### src/rtl/fifo_frame_reader.sv
// Consumer end of the sample FIFO: drains samples into a 2-entry skid buffer and
// presents them as a valid/ready stream tagged with frame position (sof/eof/index).
module fifo_frame_reader #(
    parameter int WIDTH     = 16,
    parameter int FRAME_LEN = 400,
    parameter int IDX_W     = $clog2(FRAME_LEN)
) (
    input  logic             clk,
    input  logic             rst,
    input  logic             enable_i,
    output logic             fifo_rd_en_o,
    input  logic             fifo_empty_i,
    input  logic [WIDTH-1:0] fifo_read_data_i,
    output logic [WIDTH-1:0] sample_o,
    output logic             valid_o,
    input  logic             ready_i,
    output logic             sof_o,
    output logic             eof_o,
    output logic [IDX_W-1:0] sample_idx_o,
    output logic [15:0]      frame_count_o
);

    localparam logic [IDX_W-1:0] LAST_IDX = IDX_W'(FRAME_LEN - 1);

    logic [WIDTH-1:0] buf_q [2];
    logic [1:0]       count_q;
    logic             inflight_q;
    logic [IDX_W-1:0] idx_q;
    logic [15:0]      frame_count_q;

    logic       pop;
    logic       is_last;
    logic [2:0] occupancy;

    assign valid_o  = (count_q != 2'd0);
    assign pop      = valid_o && ready_i;
    assign is_last  = (idx_q == LAST_IDX);

    // Entries held plus the one still in flight from the FIFO; a same-cycle pop frees
    // a slot, which is what lets reads continue back-to-back under ready_i=1.
    assign occupancy    = {1'b0, count_q} + {2'b00, inflight_q};
    assign fifo_rd_en_o = !rst && enable_i && !fifo_empty_i
                          && (occupancy < (3'd2 + {2'b00, pop}));

    assign sample_o      = buf_q[0];
    assign sample_idx_o  = idx_q;
    assign sof_o         = valid_o && (idx_q == '0);
    assign eof_o         = valid_o && is_last;
    assign frame_count_o = frame_count_q;

    always_ff @(posedge clk) begin
        if (rst) begin
            // NOTE: the two buffer entries are reset as well so sample_o reads 0 out of reset;
            // an in-flight read is dropped simply because inflight_q is cleared here.
            buf_q[0]      <= '0;
            buf_q[1]      <= '0;
            count_q       <= 2'd0;
            inflight_q    <= 1'b0;
            idx_q         <= '0;
            frame_count_q <= 16'd0;
        end else begin
            inflight_q <= fifo_rd_en_o;

            case ({inflight_q, pop})
                2'b10: begin
                    buf_q[count_q[0]] <= fifo_read_data_i;
                    count_q           <= count_q + 2'd1;
                end
                2'b01: begin
                    buf_q[0] <= buf_q[1];
                    count_q  <= count_q - 2'd1;
                end
                2'b11: begin
                    // Head leaves while the new sample lands behind whatever remains.
                    if (count_q == 2'd2) begin
                        buf_q[0] <= buf_q[1];
                        buf_q[1] <= fifo_read_data_i;
                    end else begin
                        buf_q[0] <= fifo_read_data_i;
                    end
                end
                default: ;
            endcase

            if (pop) begin
                idx_q <= is_last ? '0 : idx_q + IDX_W'(1);
                if (is_last) begin
                    frame_count_q <= frame_count_q + 16'd1;
                end
            end
        end
    end

    always @(posedge clk) begin
        if (!rst) begin
            assert (count_q <= 2'd2);
        end
    end

endmodule
### config.mk
export PLATFORM = sky130hd
export DESIGN_NAME = fifo_frame_reader
export DESIGN_NICKNAME = d
export VERILOG_FILES = /design/src/rtl/fifo_frame_reader.sv
export SDC_FILE = /design/constraint.sdc
export NUM_CORES = 1
export LEC_CHECK = 0
export ABC_AREA = 1
export ABC_CLOCK_PERIOD_IN_PS = 4270
export CORE_ASPECT_RATIO = 1.1
export CORE_MARGIN = 3
export CORE_UTILIZATION = 54
export DETAILED_ROUTE_END_ITERATION = 16
export HOLD_SLACK_MARGIN = 0.08
export PLACE_DENSITY = 0.82
export RECOVER_POWER = 50
export SYNTH_ARGS = -nofsm -noshare
export SYNTH_HDL_FRONTEND = slang
export SYNTH_SLANG_ARGS = --single-unit
### constraint.sdc
create_clock -name clk -period 4.27 [get_ports clk]
set_clock_uncertainty 0.1 [all_clocks]
set_input_delay 0.854 -clock clk [delete_from_list [all_inputs] [get_ports clk]]
set_output_delay 0.854 -clock clk [all_outputs]
set_load 0.01 [all_outputs]
==> run metrics <==
max-cap viol count=0; post-synthesis net count=roughly 380; first-pass GRT wire length=approximately 11 mm; pre-CTS setup slack=approximately 0.68 ns; worst skew pair latency=between 0.3 and 0.4 ns; Worst path max stage delay=roughly 0.58 ns; Period minus WS final=roughly 3.6 ns; internal power=1210 uW; Post-Layout Cell Count=about 500; die area=between 6000 and 7000 sq um; top_reg_cell synth=edfxtp_1; EDFF count, synth=32; Die Y=about 84 um; initial antenna violation count=0; area leader, netlist=edfxtp_1; Least-Margin Pin Slew=0.831 ns; detailed-route wire length=6.45 mm; Clock Sinks=60; Synth cell types=31; required time worst endpoint=between 3 and 4 ns; Max-slew headroom=around 44%; TritonCTS clock tree=done; # H-tree levels=3; layout cells sized above 1=~8%; CP Capture Type=output port; Final Hold Vio Count=0; Switching Fraction=27.2%; dpl cells=around 480; final net count=around 450; Reg power frac=a little over two fifths; RSZ-0062 raised after global routing=false; LEAKAGE=0.00165 uW; ys async rst share=0%; worst path buffer plus inverter count=5; IO Port Bufs=between 60 and 70; top post-synthesis cells by area=edfxtp_1 32%, dfxtp_1 19%, nand2_1 9.0%; status=complete, no violations; Final Slew Violations=0; Seq/Total Area, Yosys=just over 50%; Min Hold Slack=between 0.4 and 0.5 ns; critical path arrival=roughly 2.7 ns; Avg Cell Area, Syn=approximately 8.6 sq um; Finish-stage setup viols=0; Starting DRT DRC Count=approximately 120; GP Congestion=0.846; Post-CTS Resized=0; synth warn=0; hold bufs inserted after CTS=0; CTS root buffer=clkbuf_8; vias in the first global route=between 2000 and 2500; pwr/cell area=approximately 420 nW/um^2; Final Power=around 1700 uW; CTS Buf Count=9; Clock Path Buffers=2; Crit Path Class=input port to output port; routed vias=about 2500; Peak VDD IR=roughly 0.27 mV; drt pass-1 iters=4; gr ovfl total=0; Core Area=5200 sq um; critical path peak fanout=7; Gate Count Post-Synth=roughly 350; most frequent CP cell=inv_1; Startpoint Class=input port; initial core utilization=a little under 60%; clock power share=a little under two fifths; site row count=27; delay-heaviest family, CP=buffers and inverters; switching pwr=between 400 and 500 uW; Post-synth top cells=72 x nand2_1, 46 x inv_1, 41 x nor2_1; filler cell count=roughly 400; register bit total from synthesis=60; clk slew on worst S/H paths=0.07 ns; largest net degree at the start of global routing=33; post-synth top area share=between 30% and 40%; die width=slightly below 80 um; worst setup margin=0.623 ns; Tot GR Track Use=21.2%; Area Growth Syn to Fin=30.0%; Vias/cell=5.02; slowest library cell on the worst path=clkdlybuf4s50_1; synthesized cell area=~3000 sq um; path type of the worst min-delay path=register to register; Tcrit/Tclk final=a little under nine tenths; wire per inst=between 10 and 15 um; HPWL after DPL=approximately 4.6 mm; postcts setup bufs=0; critical-path cell list=dlygate4sd3_1, inv_1, nor2_4, inv_1, o21ai_0, inv_1, nor4_1, clkdlybuf4s50_1; # IOs=66; diodes inserted=0; Comb pwr share=between 15 and 20%; Residual DRC=0; count leader, synth=nand2_1; Fin Setup TNS=0 ns; Max Clk Rate=~0.27 GHz; antenna viol nets, final=0
==> logic make-up (layout without fill, tap and decap cells) <==
logic type                 count (synthesis)  after routing  share of synthesized area, %
and+or+nand+nor                          180            180                          29.4
DFF                                       60             60                          50.7
buffers and inverters                     58            133                          8.58
AOI/OAI and AO/OA                         39             39                          6.67
xor gates and xnor gates                   9              9                          2.63
adders and majority gates                  5              5                          2.08
==> layout by cell type, fill, tap and decap left out, drive strengths merged, types with 2 or more instances in the layout <==
cell           netlist  final
buf                  7      4
xor2                 7      7
clkinv               0      3
nand2               75     75
xnor2                2      2
nand3               36     36
bufinv               0      3
nor3                 3      3
inv                 47     47
o21ai               22     22
dlygate4sd3          0     39
nor4                 2      2
ha                   5      5
dfxtp               28     28
clkbuf               4     10
clkdlybuf4s50        0     26
nand4                6      6
edfxtp              32     32
a21oi               15     15
nor2                55     55
==> routing by layer <==
| layer | track usage, % | part of all wire (%) | up-vias |
|---|---|---|---|
| li1 | - | - | 1280 |
| met1 | 26.2 | 45 | 1141 |
| met2 | 35.7 | 50 | 68 |
| met3 | 4.29 | 4.1 | 9 |
| met4 | 10.0 | 1.5 | 0 |
| met5 | 0 | 0 | - |
==> through the flow <==
step           utilization, %  area, sq um
4_1_cts                  75.7         3940
3_3_place_gp             71.1         3700
5_1_grt                  75.1         3910
3_5_place_dp             71.1         3700
2_1_floorplan               -         3000
6_report                 75.1         3910
==> power groups by stage <==
stage          clock network (uW)  logic, uW  registers [uW]
3_5_place_dp                    0        351             732
5_1_grt                       645        358             727
3_3_place_gp                    0        339             732
2_1_floorplan                   0        202             739
4_1_cts                       615        353             721
6_report                      608        326             720
==> state kept, by name, summed over array words and instances (netlist names) <==
name	flops
buf_q	32
frame_count_o	16
count_q	2
sample_idx_o	9
inflight_q	1
==> tightest hold or removal path: stages, from the launching register on <==
cell	delay, ns
dfxtp_1	0.35
a21oi_1	0.05
nor2_1	0.08
==> final timing paths <==
kind | cells after the start | startpoint | end | slack, ns
setup / recovery | 8 | ready_i | fifo_rd_en_o | 0.62
hold / removal | 2 | frame_count_o[15]$_SDFFE_PP0P_ | frame_count_o[15]$_SDFFE_PP0P_ | 0.41
setup reg to reg | 7 | count_q[0]$_SDFFE_PP0P_ | buf_q[0][12]$_DFFE_PP_ | 1.28
hold reg to reg | 2 | frame_count_o[15]$_SDFFE_PP0P_ | frame_count_o[15]$_SDFFE_PP0P_ | 0.41
==> cell type report <==
type | count | area, sq um | share of cell area [%]
flip-flops and latches | 60 | 1520 | 39.0
multi-input cells | 233 | 1190 | 30.6
repair buffers | 70 | 684 | 17.5
inverters | 47 | 176 | 4.52
clock buffers | 9 | 124 | 3.17
clock inverters | 7 | 115 | 2.95
well taps | 72 | 90.1 | 2.31
Note: power is estimated with default switching activity, not from simulation.
